## src/rtl/riscv_pkg.sv

```systemverilog
// Shared decode definitions for the ID stage: opcodes, ALU/branch codes,
// immediate formats, control bundle and the immediate generator.
package riscv_pkg;

    localparam int XLEN     = 32;
    localparam int NUM_REGS = 32;
    localparam int REG_AW   = $clog2(NUM_REGS);

    localparam logic [6:0] OPC_R      = 7'b0110011;
    localparam logic [6:0] OPC_I_ALU  = 7'b0010011;
    localparam logic [6:0] OPC_LOAD   = 7'b0000011;
    localparam logic [6:0] OPC_STORE  = 7'b0100011;
    localparam logic [6:0] OPC_BRANCH = 7'b1100011;
    localparam logic [6:0] OPC_JAL    = 7'b1101111;
    localparam logic [6:0] OPC_JALR   = 7'b1100111;
    localparam logic [6:0] OPC_LUI    = 7'b0110111;
    localparam logic [6:0] OPC_AUIPC  = 7'b0010111;

    typedef enum logic [2:0] {
        ALU_R     = 3'b000,
        ALU_I     = 3'b001,
        ALU_MEM   = 3'b010,
        ALU_BR    = 3'b011,
        ALU_JUMP  = 3'b100,
        ALU_LUI   = 3'b101,
        ALU_AUIPC = 3'b110
    } alu_op_e;

    typedef enum logic [1:0] {
        BR_NONE = 2'b00,
        BR_COND = 2'b01,
        BR_JAL  = 2'b10,
        BR_JALR = 2'b11
    } branch_type_e;

    typedef enum logic [2:0] {
        IMM_I,
        IMM_S,
        IMM_B,
        IMM_U,
        IMM_J,
        IMM_NONE
    } imm_type_e;

    typedef struct packed {
        logic         reg_write;
        logic         mem_read;
        logic         mem_write;
        logic         mem_to_reg;
        logic         alu_src;
        alu_op_e      alu_op;
        branch_type_e branch_type;
    } ctrl_t;

    // Sign-extended immediate for the given instruction format.
    function automatic logic [XLEN-1:0] gen_imm(input logic [31:0] instr,
                                                input imm_type_e kind);
        logic [XLEN-1:0] imm;
        imm = '0;
        case (kind)
            IMM_I:   imm = {{20{instr[31]}}, instr[31:20]};
            IMM_S:   imm = {{20{instr[31]}}, instr[31:25], instr[11:7]};
            IMM_B:   imm = {{19{instr[31]}}, instr[31], instr[7], instr[30:25],
                            instr[11:8], 1'b0};
            IMM_U:   imm = {instr[31:12], 12'b0};
            IMM_J:   imm = {{11{instr[31]}}, instr[31], instr[19:12], instr[20],
                            instr[30:21], 1'b0};
            default: imm = '0;
        endcase
        return imm;
    endfunction

endpackage

```

## src/rtl/id_stage_if.sv

```systemverilog
// IF/ID, write-back and ID/EX signals of the decode stage.
// slave: the decode stage itself; master: the surrounding pipeline.
interface id_stage_if;
    import riscv_pkg::*;

    logic [XLEN-1:0]   IF_pc_out;
    logic [31:0]       IF_instr_out;
    logic              ex_flush;
    logic              WB_RegWrite;
    logic [REG_AW-1:0] WB_rd;
    logic [XLEN-1:0]   WB_data;

    logic              PC_write;
    logic              IFID_RegWrite;
    logic [XLEN-1:0]   ID_pc;
    logic [XLEN-1:0]   ID_imm;
    logic [XLEN-1:0]   ID_rs1_data;
    logic [XLEN-1:0]   ID_rs2_data;
    logic [REG_AW-1:0] ID_rs1;
    logic [REG_AW-1:0] ID_rs2;
    logic [REG_AW-1:0] ID_rd;
    logic [2:0]        ID_funct3;
    logic [6:0]        ID_funct7;
    logic              ID_RegWrite;
    logic              ID_MemRead;
    logic              ID_MemWrite;
    logic              ID_MemtoReg;
    logic              ID_ALUSrc;
    logic [2:0]        ID_ALUOp;
    logic [1:0]        ID_BranchType;

    modport slave (
        input  IF_pc_out, IF_instr_out, ex_flush, WB_RegWrite, WB_rd, WB_data,
        output PC_write, IFID_RegWrite, ID_pc, ID_imm, ID_rs1_data, ID_rs2_data,
               ID_rs1, ID_rs2, ID_rd, ID_funct3, ID_funct7, ID_RegWrite,
               ID_MemRead, ID_MemWrite, ID_MemtoReg, ID_ALUSrc, ID_ALUOp,
               ID_BranchType
    );

    modport master (
        output IF_pc_out, IF_instr_out, ex_flush, WB_RegWrite, WB_rd, WB_data,
        input  PC_write, IFID_RegWrite, ID_pc, ID_imm, ID_rs1_data, ID_rs2_data,
               ID_rs1, ID_rs2, ID_rd, ID_funct3, ID_funct7, ID_RegWrite,
               ID_MemRead, ID_MemWrite, ID_MemtoReg, ID_ALUSrc, ID_ALUOp,
               ID_BranchType
    );

endinterface

```

## src/rtl/id_stage_regfile.sv

```systemverilog
// Integer register file: NUM_REGS x XLEN, two combinational read ports,
// one write port, x0 hardwired to zero.
// Optional macro REGFILE_BYPASS_EN: a same-cycle write is visible on the
// read ports (write-through); otherwise reads return the stored value.
module regfile
    import riscv_pkg::*;
(
    input  logic              clk,
    input  logic              rst,
    input  logic              we,
    input  logic [REG_AW-1:0] waddr,
    input  logic [XLEN-1:0]   wdata,
    input  logic [REG_AW-1:0] raddr1,
    input  logic [REG_AW-1:0] raddr2,
    output logic [XLEN-1:0]   rdata1,
    output logic [XLEN-1:0]   rdata2
);

    logic [XLEN-1:0] regs [1:NUM_REGS-1];
    logic            wr_en;

    assign wr_en = we && (waddr != '0);

    // Storage for x1..x31; cleared by reset, written from write-back.
    always_ff @(posedge clk or negedge rst) begin
        if (!rst) begin
            for (int unsigned i = 1; i < NUM_REGS; i++) begin
                regs[i] <= '0;
            end
        end else if (wr_en) begin
            regs[waddr] <= wdata;
        end
    end

    // Read ports; x0 reads as zero.
    always_comb begin
        rdata1 = '0;
        rdata2 = '0;
        if (raddr1 != '0) rdata1 = regs[raddr1];
        if (raddr2 != '0) rdata2 = regs[raddr2];
`ifdef REGFILE_BYPASS_EN
        if (wr_en && (waddr == raddr1)) rdata1 = wdata;
        if (wr_en && (waddr == raddr2)) rdata2 = wdata;
`endif
    end

endmodule

```

## src/rtl/id_stage.sv

```systemverilog
// Instruction-decode stage: control decoder, immediate generator,
// register file, load-use hazard detection and the ID/EX register.
// Optional macro REGFILE_BYPASS_EN enables write-through in the register file.
module id_stage
    import riscv_pkg::*;
(
    input  logic      clk,
    input  logic      rst,
    id_stage_if.slave bus
);

    logic [31:0]       instr;
    logic [6:0]        opcode;
    logic [REG_AW-1:0] rs1_addr;
    logic [REG_AW-1:0] rs2_addr;
    logic [XLEN-1:0]   rs1_data;
    logic [XLEN-1:0]   rs2_data;
    logic [XLEN-1:0]   imm;

    ctrl_t             ctrl;
    imm_type_e         imm_type;
    logic              valid;
    logic              use_rs1;
    logic              use_rs2;
    logic              hz;
    logic              stall;
    logic              bubble;

    ctrl_t             ctrl_q;
    logic [XLEN-1:0]   pc_q;
    logic [XLEN-1:0]   imm_q;
    logic [XLEN-1:0]   rs1_data_q;
    logic [XLEN-1:0]   rs2_data_q;
    logic [REG_AW-1:0] rs1_q;
    logic [REG_AW-1:0] rs2_q;
    logic [REG_AW-1:0] rd_q;
    logic [2:0]        funct3_q;
    logic [6:0]        funct7_q;

    assign instr    = bus.IF_instr_out;
    assign opcode   = instr[6:0];
    assign rs1_addr = instr[19:15];
    assign rs2_addr = instr[24:20];

    regfile u_regfile (
        .clk    (clk),
        .rst    (rst),
        .we     (bus.WB_RegWrite),
        .waddr  (bus.WB_rd),
        .wdata  (bus.WB_data),
        .raddr1 (rs1_addr),
        .raddr2 (rs2_addr),
        .rdata1 (rs1_data),
        .rdata2 (rs2_data)
    );

    // Main control decoder: control bundle, immediate format, operand usage.
    always_comb begin
        ctrl     = '0;
        imm_type = IMM_NONE;
        valid    = 1'b0;
        use_rs1  = 1'b0;
        use_rs2  = 1'b0;
        case (opcode)
            OPC_R: begin
                valid = 1'b1; use_rs1 = 1'b1; use_rs2 = 1'b1;
                ctrl.reg_write = 1'b1;
                ctrl.alu_op    = ALU_R;
            end
            OPC_I_ALU: begin
                valid = 1'b1; use_rs1 = 1'b1; imm_type = IMM_I;
                ctrl.reg_write = 1'b1;
                ctrl.alu_src   = 1'b1;
                ctrl.alu_op    = ALU_I;
            end
            OPC_LOAD: begin
                valid = 1'b1; use_rs1 = 1'b1; imm_type = IMM_I;
                ctrl.reg_write  = 1'b1;
                ctrl.mem_read   = 1'b1;
                ctrl.mem_to_reg = 1'b1;
                ctrl.alu_src    = 1'b1;
                ctrl.alu_op     = ALU_MEM;
            end
            OPC_STORE: begin
                valid = 1'b1; use_rs1 = 1'b1; use_rs2 = 1'b1; imm_type = IMM_S;
                ctrl.mem_write = 1'b1;
                ctrl.alu_src   = 1'b1;
                ctrl.alu_op    = ALU_MEM;
            end
            OPC_BRANCH: begin
                valid = 1'b1; use_rs1 = 1'b1; use_rs2 = 1'b1; imm_type = IMM_B;
                ctrl.branch_type = BR_COND;
                ctrl.alu_op      = ALU_BR;
            end
            OPC_JAL: begin
                valid = 1'b1; imm_type = IMM_J;
                ctrl.reg_write   = 1'b1;
                ctrl.branch_type = BR_JAL;
                ctrl.alu_op      = ALU_JUMP;
            end
            OPC_JALR: begin
                valid = 1'b1; use_rs1 = 1'b1; imm_type = IMM_I;
                ctrl.reg_write   = 1'b1;
                ctrl.alu_src     = 1'b1;
                ctrl.branch_type = BR_JALR;
                ctrl.alu_op      = ALU_JUMP;
            end
            OPC_LUI: begin
                valid = 1'b1; imm_type = IMM_U;
                ctrl.reg_write = 1'b1;
                ctrl.alu_src   = 1'b1;
                ctrl.alu_op    = ALU_LUI;
            end
            OPC_AUIPC: begin
                valid = 1'b1; imm_type = IMM_U;
                ctrl.reg_write = 1'b1;
                ctrl.alu_src   = 1'b1;
                ctrl.alu_op    = ALU_AUIPC;
            end
            default: ;
        endcase
    end

    assign imm = gen_imm(instr, imm_type);

    // Load-use hazard against the load currently in ID/EX; flush wins.
    always_comb begin
        hz = ctrl_q.mem_read && (rd_q != '0) &&
             ((use_rs1 && (rd_q == rs1_addr)) || (use_rs2 && (rd_q == rs2_addr)));
        stall  = hz && !bus.ex_flush;
        bubble = bus.ex_flush || hz || !valid;
    end

    assign bus.PC_write      = !stall;
    assign bus.IFID_RegWrite = !stall;

    // ID/EX pipeline register; bubbles clear every field, not just controls.
    always_ff @(posedge clk or negedge rst) begin
        if (!rst) begin
            ctrl_q     <= '0;
            pc_q       <= '0;
            imm_q      <= '0;
            rs1_data_q <= '0;
            rs2_data_q <= '0;
            rs1_q      <= '0;
            rs2_q      <= '0;
            rd_q       <= '0;
            funct3_q   <= '0;
            funct7_q   <= '0;
        end else if (bubble) begin
            ctrl_q     <= '0;
            pc_q       <= '0;
            imm_q      <= '0;
            rs1_data_q <= '0;
            rs2_data_q <= '0;
            rs1_q      <= '0;
            rs2_q      <= '0;
            rd_q       <= '0;
            funct3_q   <= '0;
            funct7_q   <= '0;
        end else begin
            ctrl_q     <= ctrl;
            pc_q       <= bus.IF_pc_out;
            imm_q      <= imm;
            rs1_data_q <= rs1_data;
            rs2_data_q <= rs2_data;
            rs1_q      <= rs1_addr;
            rs2_q      <= rs2_addr;
            rd_q       <= instr[11:7];
            funct3_q   <= instr[14:12];
            funct7_q   <= instr[31:25];
        end
    end

    assign bus.ID_pc         = pc_q;
    assign bus.ID_imm        = imm_q;
    assign bus.ID_rs1_data   = rs1_data_q;
    assign bus.ID_rs2_data   = rs2_data_q;
    assign bus.ID_rs1        = rs1_q;
    assign bus.ID_rs2        = rs2_q;
    assign bus.ID_rd         = rd_q;
    assign bus.ID_funct3     = funct3_q;
    assign bus.ID_funct7     = funct7_q;
    assign bus.ID_RegWrite   = ctrl_q.reg_write;
    assign bus.ID_MemRead    = ctrl_q.mem_read;
    assign bus.ID_MemWrite   = ctrl_q.mem_write;
    assign bus.ID_MemtoReg   = ctrl_q.mem_to_reg;
    assign bus.ID_ALUSrc     = ctrl_q.alu_src;
    assign bus.ID_ALUOp      = ctrl_q.alu_op;
    assign bus.ID_BranchType = ctrl_q.branch_type;

endmodule

```

## src/flat_wrapper.sv

```systemverilog
// flat-port wrapper written by rule: the top's interface ports become plain ports
module id_stage_flat import riscv_pkg::*;
  (clk, rst, bus_IF_pc_out, bus_IF_instr_out, bus_ex_flush, bus_WB_RegWrite, bus_WB_rd, bus_WB_data, bus_PC_write, bus_IFID_RegWrite, bus_ID_pc, bus_ID_imm, bus_ID_rs1_data, bus_ID_rs2_data, bus_ID_rs1, bus_ID_rs2, bus_ID_rd, bus_ID_funct3, bus_ID_funct7, bus_ID_RegWrite, bus_ID_MemRead, bus_ID_MemWrite, bus_ID_MemtoReg, bus_ID_ALUSrc, bus_ID_ALUOp, bus_ID_BranchType);
  id_stage_if bus_i ();
  input  logic clk;
  input  logic rst;
  input wire logic [$bits(bus_i.IF_pc_out)-1:0] bus_IF_pc_out;
  input wire logic [$bits(bus_i.IF_instr_out)-1:0] bus_IF_instr_out;
  input wire logic [$bits(bus_i.ex_flush)-1:0] bus_ex_flush;
  input wire logic [$bits(bus_i.WB_RegWrite)-1:0] bus_WB_RegWrite;
  input wire logic [$bits(bus_i.WB_rd)-1:0] bus_WB_rd;
  input wire logic [$bits(bus_i.WB_data)-1:0] bus_WB_data;
  output wire logic [$bits(bus_i.PC_write)-1:0] bus_PC_write;
  output wire logic [$bits(bus_i.IFID_RegWrite)-1:0] bus_IFID_RegWrite;
  output wire logic [$bits(bus_i.ID_pc)-1:0] bus_ID_pc;
  output wire logic [$bits(bus_i.ID_imm)-1:0] bus_ID_imm;
  output wire logic [$bits(bus_i.ID_rs1_data)-1:0] bus_ID_rs1_data;
  output wire logic [$bits(bus_i.ID_rs2_data)-1:0] bus_ID_rs2_data;
  output wire logic [$bits(bus_i.ID_rs1)-1:0] bus_ID_rs1;
  output wire logic [$bits(bus_i.ID_rs2)-1:0] bus_ID_rs2;
  output wire logic [$bits(bus_i.ID_rd)-1:0] bus_ID_rd;
  output wire logic [$bits(bus_i.ID_funct3)-1:0] bus_ID_funct3;
  output wire logic [$bits(bus_i.ID_funct7)-1:0] bus_ID_funct7;
  output wire logic [$bits(bus_i.ID_RegWrite)-1:0] bus_ID_RegWrite;
  output wire logic [$bits(bus_i.ID_MemRead)-1:0] bus_ID_MemRead;
  output wire logic [$bits(bus_i.ID_MemWrite)-1:0] bus_ID_MemWrite;
  output wire logic [$bits(bus_i.ID_MemtoReg)-1:0] bus_ID_MemtoReg;
  output wire logic [$bits(bus_i.ID_ALUSrc)-1:0] bus_ID_ALUSrc;
  output wire logic [$bits(bus_i.ID_ALUOp)-1:0] bus_ID_ALUOp;
  output wire logic [$bits(bus_i.ID_BranchType)-1:0] bus_ID_BranchType;
  assign bus_i.IF_pc_out = bus_IF_pc_out;
  assign bus_i.IF_instr_out = bus_IF_instr_out;
  assign bus_i.ex_flush = bus_ex_flush;
  assign bus_i.WB_RegWrite = bus_WB_RegWrite;
  assign bus_i.WB_rd = bus_WB_rd;
  assign bus_i.WB_data = bus_WB_data;
  assign bus_PC_write = bus_i.PC_write;
  assign bus_IFID_RegWrite = bus_i.IFID_RegWrite;
  assign bus_ID_pc = bus_i.ID_pc;
  assign bus_ID_imm = bus_i.ID_imm;
  assign bus_ID_rs1_data = bus_i.ID_rs1_data;
  assign bus_ID_rs2_data = bus_i.ID_rs2_data;
  assign bus_ID_rs1 = bus_i.ID_rs1;
  assign bus_ID_rs2 = bus_i.ID_rs2;
  assign bus_ID_rd = bus_i.ID_rd;
  assign bus_ID_funct3 = bus_i.ID_funct3;
  assign bus_ID_funct7 = bus_i.ID_funct7;
  assign bus_ID_RegWrite = bus_i.ID_RegWrite;
  assign bus_ID_MemRead = bus_i.ID_MemRead;
  assign bus_ID_MemWrite = bus_i.ID_MemWrite;
  assign bus_ID_MemtoReg = bus_i.ID_MemtoReg;
  assign bus_ID_ALUSrc = bus_i.ID_ALUSrc;
  assign bus_ID_ALUOp = bus_i.ID_ALUOp;
  assign bus_ID_BranchType = bus_i.ID_BranchType;
  id_stage u_core (.clk(clk), .rst(rst), .bus(bus_i));
endmodule
```

## config.mk

```make
export PLATFORM = sky130hd
export DESIGN_NAME = id_stage_flat
export DESIGN_NICKNAME = d
export VERILOG_FILES = /design/src/rtl/riscv_pkg.sv /design/src/rtl/id_stage_if.sv /design/src/rtl/id_stage_regfile.sv /design/src/rtl/id_stage.sv /design/src/flat_wrapper.sv
export SDC_FILE = /design/constraint.sdc
export NUM_CORES = 2
export LEC_CHECK = 0
export BUFFER_PORTS_ARGS = -buffer_cell sky130_fd_sc_hd__buf_2
export CORE_MARGIN = 3
export CORE_UTILIZATION = 55
export CTS_CLUSTER_DIAMETER = 200
export DETAILED_ROUTE_END_ITERATION = 7
export HOLD_SLACK_MARGIN = 0.02
export MAX_ROUTING_LAYER = met4
export PLACE_DENSITY = 0.82
export SYNTH_ARGS = -nofsm -noshare
export SYNTH_HDL_FRONTEND = slang
export SYNTH_SLANG_ARGS = --single-unit
```

## constraint.sdc

```tcl
create_clock -name clk -period 2.1 [get_ports clk]
set_clock_uncertainty 0.05 [all_clocks]
set_input_delay 0.105 -clock clk [delete_from_list [all_inputs] [get_ports clk]]
set_output_delay 0.105 -clock clk [all_outputs]
set_load 0.02 [all_outputs]
```

==> impl_metrics.py <==
metrics = {
    "grt": {
        "grt.met3_usage_pct": 10.9,
        "grt_max_degree": 67,
        "grt-ovfl-total": 0,
        "antenna_found_initial": 18,
        "track_usage_pct": 37.8,
        "grt_pass1_wl_mm": 304,
        "grt.busiest_layer": "met2",
        "grtUsageMet2_pct": 54.8,
        "grt_use_met1_pct": 46.0,
        "grt_pass1_vias": 45993,
    },
    "power_and_ir_drop": {
        "seqPwrFrac_pct": 44.9,
        "intPower_w": 0.0470,
        "p_sw_w": 0.0178,
        "swShare_pct": 27.5,
        "clock_power_share_pct": 35.3,
        "ir_drop_mv": 0.826,
        "power.density_mw_per_mm2": 910,
        "p_total_w": 0.0648,
        "pwr-share-comb_pct": 19.8,
        "p_leak_nw": 32.1,
    },
    "timing": {
        "fmax_mhz": 394,
        "slew_viol_final": 0,
        "tightest_slew_ps": 1430,
        "rsz0062_at_grt": "yes",
        "setup_viol": 142,
        "max_slew_margin_pct": 4.17,
        "setup_slack_ps": -441,
        "finalCritPeriodShare_pct": 121,
        "hold_violations": 0,
        "period_needed_ps": 2540,
    },
    "clock_tree": {
        "clock_latency_ps": 720,
        "cts_buffers": 118,
        "cts_tree": "done",
        "cts-htree-levels": 3,
        "clkTransAtPathRegs_ps": 60,
        "cts_buffer_depth": 3,
        "cts_root_buf": "clkbuf_16",
        "cts.sinks": 1154,
    },
    "flow_run": {
        "maxCapViolations": 0,
    },
    "status": {
        "status": "finished, violations left",
        "violations": "setup timing",
    },
    "logic_synthesis": {
        "ys.flop_type": "dfrtp_1",
        "ys_ff_latch": 1154,
        "synth.most_common_cell": "dfrtp_1",
        "synth.cell_area_mm2": 0.0591,
        "avgSynthCellArea_um2": 14.2,
        "synth-edff-count": 0,
        "ys_top_cells_by_area": "dfrtp_1, mux2_2, mux4_2",
        "synth_commonest_cells": "dfrtp_1, mux2_2, mux4_2, mux2i_1, clkbuf_1",
        "async_reset_ff_share_pct": 100,
        "yosysUniqueCellTypes": 69,
        "yosysWarnings": 0,
        "syn_nets": 4280,
        "seq_area_frac_synth_pct": 48.9,
        "yosys.area.top_type_share_pct": 48.9,
        "netlist_instances": 4175,
        "yosysTopAreaCell": "dfrtp_1",
    },
    "critical_path": {
        "path_class": "register to primary output",
        "crit_path_start_kind": "register",
        "worst-path-max-fanout": 4,
        "r2r_slack_ps": -350,
        "cp_data_arrival_time_ps": 2390,
        "r2r_start": "u_core.bus.ID_rd[0]",
        "r2r_end": "u_core.bus.ID_ALUOp[0]",
        "end_kind": "primary output",
        "r2r_cells": 9,
        "worstPathRequired_ps": 1950,
    },
    "placement": {
        "dp_hpwl_mm": 129,
        "io_buffers": 269,
        "placed_cell_area_mm2": 0.0650,
        "place_congestion": 0.921,
    },
    "floorplanning": {
        "start_util_pct": 55.7,
        "rows": 119,
        "die_h_um": 334,
        "pin_count": 270,
        "core_mm2": 0.106,
        "die_x_um": 334,
        "die_area_mm2": 0.111,
    },
    "min_path": {
        "holdPathStages": 2,
        "min_to": "u_core.u_regfile.regs[941]",
        "hold_path_class": "input port to register",
        "hp-start": "bus_WB_data[13]",
    },
    "detailed_routing": {
        "wl_per_cell_um": 34.1,
        "drt-initial-drc-count": 5936,
        "vias_per_cell": 7.18,
        "drcViolationCount": 0,
        "wl_mm": 211,
        "ant_nets": 0,
        "firstDrtPassIters": 6,
        "num_vias": 44506,
    },
    "final_layout": {
        "fin_nets": 4792,
        "final_cell_area_mm2": 0.0712,
        "area_growth_pct": 20.5,
        "utilization_pct": 67.2,
        "drive_gt1_share_pct": 50.5,
    },
}
-- cells in the final DEF (no fill, tap or decap), types with 33 or more instances in the layout --
master,netlist,final
mux2_2,1052,1052
nor2_1,95,75
mux4_2,332,332
a21oi_1,54,54
o21ai_0,75,72
o22ai_1,33,33
a221oi_1,150,149
clkbuf_16,0,130
buf_2,78,256
and2_1,58,57
nand2_1,89,73
nor3_1,78,61
dlygate4sd3_1,0,103
buf_12,7,140
dfrtp_1,1154,1154
mux2i_1,241,241
a22oi_1,61,61
buf_4,36,302
-- state kept, by name (all words and copies together), names as in the netlist --
register,count
u_core.bus.ID_pc,32
u_core.bus.ID_MemRead,1
u_core.bus.ID_ALUSrc,1
u_core.bus.ID_imm,32
u_core.bus.ID_rs1,5
u_core.bus.ID_rs2_data,32
u_core.bus.ID_rd,5
u_core.bus.ID_rs1_data,32
u_core.bus.ID_rs2,5
u_core.u_regfile.regs,992
u_core.bus.ID_ALUOp,3
u_core.bus.ID_funct3,3
u_core.bus.ID_funct7,7
u_core.bus.ID_BranchType,2
u_core.bus.ID_RegWrite,1
u_core.bus.ID_MemWrite,1
-- power by group through the flow --
| stage | Clock (W) | Sequential (W) | Combinational [W] |
|---|---|---|---|
| 6_report | 0.0229 | 0.0291 | 0.0128 |
| 5_1_grt | 0.0239 | 0.0294 | 0.0135 |
| 4_1_cts | 0.0229 | 0.0289 | 0.0125 |
| 3_5_place_dp | 0 | 0.0292 | 0.0122 |
| 3_3_place_gp | 0 | 0.0288 | 0.0117 |
| 2_1_floorplan | 0 | 0.0282 | 0.00880 |
-- worst max path at each step --
stage	start	to	slack, ps	cells after the start
2_1_floorplan	u_core.bus.ID_rd[1]	u_core.bus.ID_imm[16]	20	7
3_3_place_gp	bus_IF_instr_out[20]	u_core.bus.ID_rs2_data[30]	-380	8
3_5_place_dp	bus_IF_instr_out[20]	u_core.bus.ID_rs2_data[30]	-380	8
4_1_cts	u_core.bus.ID_rd[2]	bus_PC_write	-410	7
5_1_grt	u_core.bus.ID_rd[2]	bus_PC_write	-500	6
6_report	u_core.bus.ID_rd[2]	bus_PC_write	-440	6
-- through the flow --
stage	cells	setup TNS, ps	setup WS [ps]	hold slack (ps)
after floorplan	4175	0	20.3	-241
after global placement	5825	-4160	-376	26.3
after detailed placement	5825	-5480	-375	29.5
after CTS	6153	-903	-409	20.1
after global routing	6200	-26010	-496	72.6
final	6202	-18550	-441	53.5
-- per-layer routing --
layer  wire length [um]  vias to the layer above
met5                  0                        -
met4              17300                        0
met3              28500                     1073
met2              93100                     3647
met1              72300                    22754
li1                   -                    17032
-- logic make-up (layout without fill, tap and decap cells) --
group           Yosys count  in the layout  synth area share [%]
simple gates            444            444                  3.80
mux                    1632           1632                  37.1
xor+xnor                 10             10                 0.148
flops                  1154           1154                  48.9
compound gates          498            498                  6.30
other cells               0             21                     0
buf+inv                 437           1052                  3.80
-- timing repair --
| action | 4_1_cts | 5_1_grt |
|---|---|---|
| gates resized for setup | 22 | 52 |
| setup endpoints to repair | 83 | 165 |
| hold endpoints to repair | 2121 | 0 |
| gates cloned | 0 | 17 |
| pin swaps | 4 | 6 |
| hold buffers | 104 | 0 |
| buffers inserted | 1 | 11 |
-- area by class of cell --
type | instances | area (um2)
fill | 6864 | 34800
sequential | 1154 | 28900
multi-input combinational | 2584 | 28500
timing repair buffer | 822 | 7790
clock buffer | 169 | 3530
tap | 1391 | 1740
clock inverter | 54 | 704
antenna | 21 | 52.6
inverter | 7 | 26.3
-- worst max-delay path, stage by stage, from the launching register on --
cell and delay (ps):
dfrtp_1 430, xnor2_1 190, nand3_1 140, o32ai_2 240
a32oi_2 140, or3_4 360, buf_4 170
No activity file was read; power rests on OpenSTA's default activity.
